===== src/rtl/demux_striping.sv =====
// Stripes a serial word stream alternately onto two lanes; each completed
// lane pair is registered and held valid for two clk_2f cycles (one clk_f period).
module demux_striping #(
  parameter int DATA_WIDTH = 32
) (
  input  logic                  clk_2f,
  input  logic                  reset,
  input  logic [DATA_WIDTH-1:0] data_in,
  input  logic                  valid_in,
  output logic [DATA_WIDTH-1:0] data_out0,
  output logic                  valid_out0,
  output logic [DATA_WIDTH-1:0] data_out1,
  output logic                  valid_out1,
  output logic                  pending
);

  // Handshake: a word is consumed on every edge where valid_in=1 (no ready,
  // no backpressure); valid_out0/valid_out1 mark a paired word set that the
  // consumer must take during the two cycles it is presented.
  typedef enum logic {
    WAIT0 = 1'b0,
    WAIT1 = 1'b1
  } state_e;

  state_e                state_q, state_d;
  logic [DATA_WIDTH-1:0] hold0_q, hold0_d;
  logic                  hold_cnt_q, hold_cnt_d;
  logic [DATA_WIDTH-1:0] out0_q, out0_d;
  logic [DATA_WIDTH-1:0] out1_q, out1_d;
  logic                  valid_q, valid_d;
  logic                  pair_done;

  assign pair_done = valid_in && (state_q == WAIT1);

  always_comb begin
    state_d    = state_q;
    hold0_d    = hold0_q;
    hold_cnt_d = hold_cnt_q;
    out0_d     = out0_q;
    out1_d     = out1_q;
    valid_d    = valid_q;

    case (state_q)
      WAIT0: begin
        if (valid_in) begin
          hold0_d = data_in;
          state_d = WAIT1;
        end
      end
      WAIT1: begin
        if (valid_in) begin
          out0_d  = hold0_q;
          out1_d  = data_in;
          state_d = WAIT0;
        end
      end
      default: state_d = WAIT0;
    endcase

    // A new pair always restarts the two-cycle window, even mid-window.
    if (pair_done) begin
      valid_d    = 1'b1;
      hold_cnt_d = 1'b1;
    end else if (hold_cnt_q) begin
      hold_cnt_d = 1'b0;
    end else begin
      valid_d = 1'b0;
    end
  end

  always_ff @(posedge clk_2f) begin
    if (reset) begin
      state_q    <= WAIT0;
      hold0_q    <= '0;
      hold_cnt_q <= 1'b0;
      out0_q     <= '0;
      out1_q     <= '0;
      valid_q    <= 1'b0;
    end else begin
      state_q    <= state_d;
      hold0_q    <= hold0_d;
      hold_cnt_q <= hold_cnt_d;
      out0_q     <= out0_d;
      out1_q     <= out1_d;
      valid_q    <= valid_d;
    end
  end

  // One valid register feeds both lanes so they can never be presented unpaired.
  assign data_out0  = out0_q;
  assign data_out1  = out1_q;
  assign valid_out0 = valid_q;
  assign valid_out1 = valid_q;
  assign pending    = (state_q == WAIT1);

endmodule


===== config.mk =====
export PLATFORM = sky130hd
export DESIGN_NAME = demux_striping
export DESIGN_NICKNAME = d
export VERILOG_FILES = /design/src/rtl/demux_striping.sv
export SDC_FILE = /design/constraint.sdc
export NUM_CORES = 1
export LEC_CHECK = 0
export CORE_AREA = 2 2 90 92
export CTS_CLUSTER_DIAMETER = 80
export DETAILED_ROUTE_END_ITERATION = 8
export DIE_AREA = 0 0 92 94
export PLACE_DENSITY = 0.78
export SLEW_MARGIN = 30
export SYNTH_ARGS = -nofsm -noshare
export SYNTH_HDL_FRONTEND = slang
export SYNTH_SLANG_ARGS = --single-unit

===== constraint.sdc =====
create_clock -name clk_2f -period 1.6 [get_ports clk_2f]
set_input_delay 0.32 -clock clk_2f [delete_from_list [all_inputs] [get_ports clk_2f]]
set_output_delay 0.32 -clock clk_2f [all_outputs]
set_load 0.02 [all_outputs]

## After elaboration in Yosys (flattened, before gate mapping)

Cells that the tools add are included.

- Equal/unequal tests: 1
- Multiplexer cells: 6
- Bitwise operators: 1
- Reduce and logical (&&, ||, !) cells: 3

Operator list:

| operator | count |
|---|---|
| $mux 1 | 5 |
| $reduce_and 2->1 | 2 |
| $ne 2x1->1 const B | 1 |
| $pmux 1 s2 | 1 |
| $logic_and 1x1->1 | 1 |
| $not 1->1 | 1 |

- Register bits after elaboration: 99
- Bits of input ports: 35
- Output and inout port bits: 67
- Word-level logic and storage cells: 17

## Depth between registers and ports, before layout

Gate-level depths: netlist of the first run.

- Word-level depth: 2
- Mapped depth: 6
- Mapped depth without buffers: 4

## Worst setup path before layout of the first run

OpenSTA, ideal clock, no wires.

- Kind: register to register
- Start: reg state_q, in the netlist pending
- End: reg out1_q[24], in the netlist data_out1[24]
- Library setup time: 0.128 ns
- Data arrival time: 1.228 ns
- Path slack: 0.244 ns
- Cell stages (with the launch flop): 7
- Buffers on the path: 3
- Path through: dfxtp_1 -> ha_1 -> buf_6 -> buf_12 -> buf_12 -> mux2i_1 -> nor2_1

- Word-level cells in the longest chain between the ends: 1

RTL lines:

| element | RTL line | source |
|---|---|---|
| from (decl) | 25 | `state_e state_q, state_d;` |
| from (signal assigned) | 80 | `state_q <= state_d;` |
| $reduce_and 2->1 (no source line) | -- |  |
| to (signal assigned) | 84 | `out1_q <= out1_d;` |
| to (decl) | 29 | `logic [DATA_WIDTH-1:0] out1_q, out1_d;` |

No other way between the ends.
A chain may end at the register's enable or synchronous reset.

## Worst setup path after layout of the first run

- Start: reg state_q, in the netlist pending
- End: out pending

RTL lines:

| element | RTL line | source |
|---|---|---|
| to (decl) | 14 | `output logic pending` |

No word-level cell between the ends.

==> results.ini, run 1 <==
[layout]
mostFrequentLayoutCell=dfxtp_1
fillCellCount=664
finalNetCount=454
syn2layout_area_growth_pct=33.56
post_route_cells_drive_above_1_share=0.05687
mostFrequentLayoutCells=dfxtp_1 (99), nor2_1 (98), mux2i_1 (96), dlygate4sd2_1 (67), clkdlybuf4s50_1 (33)
antenna_cells=0
final_area_um2=4751

[critical_path]
worst-endpoint-arrival_ps=1090
cp_top_family=flip-flops
cp-end-kind=output port
r2r_cells=5
cpPeakStageDelay_ps=390
required_ps=1280
crit_fanout=3
crit_type=reg2out
crit_path_cell_trace=dlygate4sd2_1
cp.depth=1
path_buf_inv=1
start_kind=flip-flop
critPathSlowestCell=dfxtp_1

[synthesis]
syn_area_per_cell_um2=11.05
netlist_instances=322
yosysUniqueCellTypes=12
syn_nets=359
synth_seq_cells=99
synth_warnings=0
syn_area_um2=3557
seq_area_frac_synth=0.5572

[floorplan]
design.core.area_um2=7607
dieArea_um2=8648
rows=32
top_level_ports=102
die_w_um=92
initial_core_util=0.4676
die_h_um=94

[run]
timing.max_cap.violations=0

[global_routing]
grtUsageTotal=0.1698
grt_antenna_before_repair=0
grt_max_degree=100
grt_pass1_wl_mm=11.81
grt_remaining_overflow=0
grt_pass1_vias=2498

[drt]
dr_total_vias=2510
wirelength_mm=6.985
drt_pass1_iterations=4
wl_per_cell_um=13.33
vias_per_cell=4.790
ant_nets=0
drt_iter0_drc=85
drc_errors=0

[place]
placed_cell_area_um2=4639
globalplace.congestion=0.7096
port_buffers=101
hpwl_mm=4.750

[hold_path]
hp-class=in2reg
hold_path_depth=3

[clock_network]
cts_made_buffers=9
cts_buffer_depth=2
htree_levels=3
worstSkewPairLatency_ps=350
clkSinkCount=99
post-cts-setup-buffer-count=0
cts_tree=done
ctsRootBufferMaster=clkbuf_8
clk_pin_slew_ps=90
ctsHoldBuffers=0

[sta]
fin_crit_ps=1405
worstMarginPinSlew_ps=426.6
slew_viol_final=0
clock.fmax_mhz=711.5
post-route-period-util=0.8784
fin_skew_ps=10.92
setup_viol=0
finalHoldViolCount=0
slew_headroom=0.7156
rsz0062_at_grt=no

[power]
ir_worst_vdd_uv=573.3
leakagePower_nw=2.124
p_per_area_nw_per_um2=1015
p_total_w=0.004822

[outcome]
status=finished clean

==> power by group <==
| part | internal (W) | switching, W |
|---|---|---|
| combinational | 0.000320 | 0.000317 |
| clock | 0.000733 | 0.000823 |
| sequential | 0.00257 | 0.0000552 |
==> path summary, 6_finish.rpt <==
path	start	end	slack [ps]
max reg2reg	pending$_SDFF_PP0_	hold0_q[5]$_SDFFE_PP0P_	370
min reg2reg	hold_cnt_q$_SDFF_PP0_	valid_out0$_SDFFE_PP0P_	490
max	pending$_SDFF_PP0_	pending	190
min	reset	data_out1[31]$_SDFFE_PP0P_	460
==> cell families (layout without fill, tap and decap cells) <==
kind of cell	Yosys count	after routing	share of synthesized area
buffers and inverters	25	125	0.05909
and+or+nand+nor	99	99	0.1052
adders and majority gates	2	2	0.007034
muxes	96	96	0.2701
DFF	99	99	0.5572
AOI/OAI and AO/OA	1	1	0.001406
==> worst min-delay path, stage by stage <==
cell and delay, ps:
buf_2 110, buf_12 200, nor2_1 130
==> state kept, by name, summed over array words and instances, names as in the netlist <==
| name | count |
|---|---|
| pending | 1 |
| data_out0 | 32 |
| valid_out0 | 1 |
| hold0_q | 32 |
| hold_cnt_q | 1 |
| data_out1 | 32 |
==> routing by layer <==
metal | global-route usage | vias up | part of all wire
met1 | 0.2026 | 1199 | 0.43
met3 | 0.04093 | 10 | 0.053
met4 | 0.08209 | 0 | 0.017
li1 | - | 1245 | -
met2 | 0.2880 | 56 | 0.50
met5 | 0 | - | 0
==> timing repair <==
action / 4_1_cts / 5_1_grt
resized for setup: 67 / 0
setup endpoints to repair: 67 / 0
endpoints found under the hold margin: 0 / 0
==> synth_stat cells (all sizes together) <==
master	instances	area share
mux2i	96	0.27
a21oi	1	0.0014
ha	2	0.0070
nor2b	1	0.0018
dfxtp	99	0.56
nor2	98	0.10
buf	16	0.050
clkbuf	8	0.0084
inv	1	0.0011
==> through the flow <==
step | hold WS [ps] | TNS, ps | utilization | setup slack [ps] | cells
5_1_grt | 493.0 | 0 | 0.6245 | 159.5 | 524
3_5_place_dp | 476.4 | -8364 | 0.6099 | -156.5 | 508
2_1_floorplan | 435.0 | 0 | - | 244.3 | 322
6_report | 458.2 | 0 | 0.6245 | 194.6 | 524
3_3_place_gp | 447.8 | -5816 | 0.6099 | -82.76 | 508
4_1_cts | 471.2 | 0 | 0.6245 | 171.8 | 524
==> layout make-up <==
type                            instances  area, µm²  share of cell area
Multi-Input combinational cell        198       1380              0.2905
Timing Repair Buffer                  108       1062              0.2236
Sequential cell                        99       1982              0.4172
Inverter                                1      3.754           0.0007901
Tap cell                              102      127.6             0.02686
Clock inverter                          5      63.81             0.01343
Clock buffer                           11      131.4             0.02765
(Power assumes the default switching activity.)
==> inputs of run 2 (changes only) <==
- SKIP_LAST_GASP: not set -> 1
- SLEW_MARGIN: 30 -> not set
==> results of run 2 <==
Same layout as run 1: the final DEF is identical, and so are final timing and power.
==> inputs of run 3 (changes only) <==
- CELL_PAD_IN_SITES_DETAIL_PLACEMENT: not set -> 2
- CELL_PAD_IN_SITES_GLOBAL_PLACEMENT: not set -> 2
- CORE_AREA: 2 2 90 92 -> 2 2 114 116
- CTS_CLUSTER_DIAMETER: 80 -> 50
- DIE_AREA: 0 0 92 94 -> 0 0 116 118
- PLACE_DENSITY: 0.78 -> not set
- PLACE_DENSITY_LB_ADDON: not set -> 0.1
==> run 3 against run 2 <==
Against the previous run: sequential cell count is the same; sequential power is essentially flat; power grew 12%; core utilization shrank 23 points; cell count grew 13%; register-to-register slack lost 30 ps; sequential share of layout area shrank 1.7 points; clock power grew 36%; combinational power grew 3%; die area grew 58%; first-iteration DRC count shrank 29%; critical path type is now in2reg; largest cell class unchanged; highest routed layer unchanged.
==> results.ini, run 3 (synthesis gave the netlist of run 1 again) <==
[layout]
mostFrequentLayoutCells=dfxtp_1 (99), nor2_1 (98), mux2i_1 (96), dlygate4sd2_1 (67), clkdlybuf4s50_1 (33)
post_route_cells_drive_above_1_share=0.05924  ; +0.002370
mostFrequentLayoutCell=dfxtp_1
finalNetCount=456  ; +0.44%
antenna_cells=0  ; unchanged
syn2layout_area_growth_pct=39.32

[critical_path]
cp-startpoint=valid_in
required_ps=1810  ; +530 ps
crit_type=in2reg
crit_fanout=20  ; +17
start_kind=input port
cpPeakStageDelay_ps=550  ; +160 ps
critPathSlowestCell=clkdlybuf4s50_1
rr_startpoint=pending$_SDFF_PP0_
worst-endpoint-arrival_ps=1640  ; +550 ps
path_buf_inv=2  ; +1
cp_top_family=buffers and inverters
cp-end-kind=flip-flop
crit_path_cell_trace=clkdlybuf4s50_1 -> ha_2 -> buf_12 -> mux2i_1 -> nor2_1

[clock_network]
ctsHoldBuffers=0  ; unchanged
cts_made_buffers=9  ; unchanged
htree_levels=3  ; unchanged
cts_buffer_depth=2  ; unchanged
cts_tree=done
clk_pin_slew_ps=70  ; -20 ps
clkSinkCount=99  ; unchanged
ctsRootBufferMaster=clkbuf_16
worstSkewPairLatency_ps=340  ; about the same

[sta]
worstMarginPinSlew_ps=381.3  ; -45.29 ps
clock.fmax_mhz=702.6  ; -1.3%
slew_viol_final=0  ; unchanged
slew_headroom=0.7458  ; +0.03019
fin_skew_ps=7.144  ; -3.775 ps
tns_ps=0  ; unchanged
post-route-period-util=0.8896  ; +0.01118
fin_crit_ps=1423  ; +17.89 ps
setup_viol=0  ; unchanged
finalHoldViolCount=0  ; unchanged
rsz0062_at_grt=no

[drt]
dr_total_vias=2527  ; +0.68%
drt_pass1_iterations=4  ; unchanged
ant_nets=0  ; unchanged
vias_per_cell=4.254  ; -11%
wl_per_cell_um=14.19  ; +6.5%
drt_iter0_drc=60  ; -29%
drc_errors=0  ; unchanged
wirelength_mm=8.429  ; +21%

[power]
p_per_area_nw_per_um2=1091  ; +7.5%
leakagePower_nw=2.188  ; +3.0%
ir_worst_vdd_uv=408.4  ; -29%
p_total_w=0.005405  ; +12%

[global_routing]
grt_max_degree=31  ; -69%
grt_remaining_overflow=0  ; unchanged
grt_pass1_wl_mm=14.02  ; +19%
grtUsageTotal=0.1330  ; -0.03679
grt_antenna_before_repair=0  ; unchanged
grt_pass1_vias=2760  ; +10%

[floorplan]
die_w_um=116  ; +26%
die_h_um=118  ; +26%
design.core.area_um2=12410  ; +63%
top_level_ports=102  ; unchanged
initial_core_util=0.2865  ; -0.1811
dieArea_um2=13690  ; +58%
rows=41  ; +28%

[outcome]
status=finished clean

[hold_path]
hp-class=in2reg
worstHoldStart=reset

[place]
globalplace.congestion=0.6658  ; -6.2%
hpwl_mm=5.792  ; +22%
port_buffers=101  ; unchanged

[run]
timing.max_cap.violations=0  ; unchanged

==> run 3: where the power goes <==
| group | total (W) | internal [W] | switching [W] | leakage (nW) |
|---|---|---|---|---|
| clock | 0.00212 | 0.00123 | 0.000883 | 0.141 |
| combinational | 0.000655 | 0.000326 | 0.000329 | 1.24 |
| sequential | 0.00263 | 0.00258 | 0.0000577 | 0.806 |
| total | 0.00541 | 0.00414 | 0.00127 | 2.19 |
==> run 3: metal layers <==
| metal | GRT usage | wire (µm) | vias to the layer above |
|---|---|---|---|
| met1 | 0.1554 | 3587 | 1211 |
| li1 | - | - | 1249 |
| met2 | 0.2215 | 4227 | 58 |
| met5 | 0 | 0 | - |
| met3 | 0.03708 | 457 | 9 |
| met4 | 0.06473 | 158 | 0 |
==> run 3: worst paths after layout <==
kind	slack [ps]	end	cells past startpoint
setup / recovery	180	hold0_q[0]$_SDFFE_PP0P_	5
hold / removal	380	data_out1[28]$_SDFFE_PP0P_	2
setup reg to reg	340	hold0_q[0]$_SDFFE_PP0P_	5
hold reg to reg	470	valid_out0$_SDFFE_PP0P_	2
==> run 3: cell type report <==
type | instances | area, µm²
tap | 172 | 215.2
clock inverter | 3 | 40.04
clock buffer | 11 | 242.7
sequential | 99 | 1982
inverter | 1 | 3.754
multi-input combinational | 198 | 1380
fill | 1356 | 7458
timing repair buffer | 110 | 1092
==> run 3: repair_timing <==
item / CTS / global route
endpoints found under the hold margin: 0 / 0
resized for setup: 67 / 0
buffers inserted: 0 / 0
setup endpoints to repair: 67 / 0
==> run 3: through the flow <==
step / hold slack (ps) / setup slack (ps) / utilization / area [µm²] / instances
floorplan: 435.0 / 244.3 / - / 3557 / 322
global placement: 446.7 / -124.9 / 0.3832 / 4757 / 580
detailed placement: 460.2 / -161.7 / 0.3832 / 4757 / 580
CTS: 375.8 / 166.8 / 0.3992 / 4956 / 594
global route: 408.0 / 107.3 / 0.3992 / 4956 / 594
finish: 381.4 / 176.7 / 0.3992 / 4956 / 594
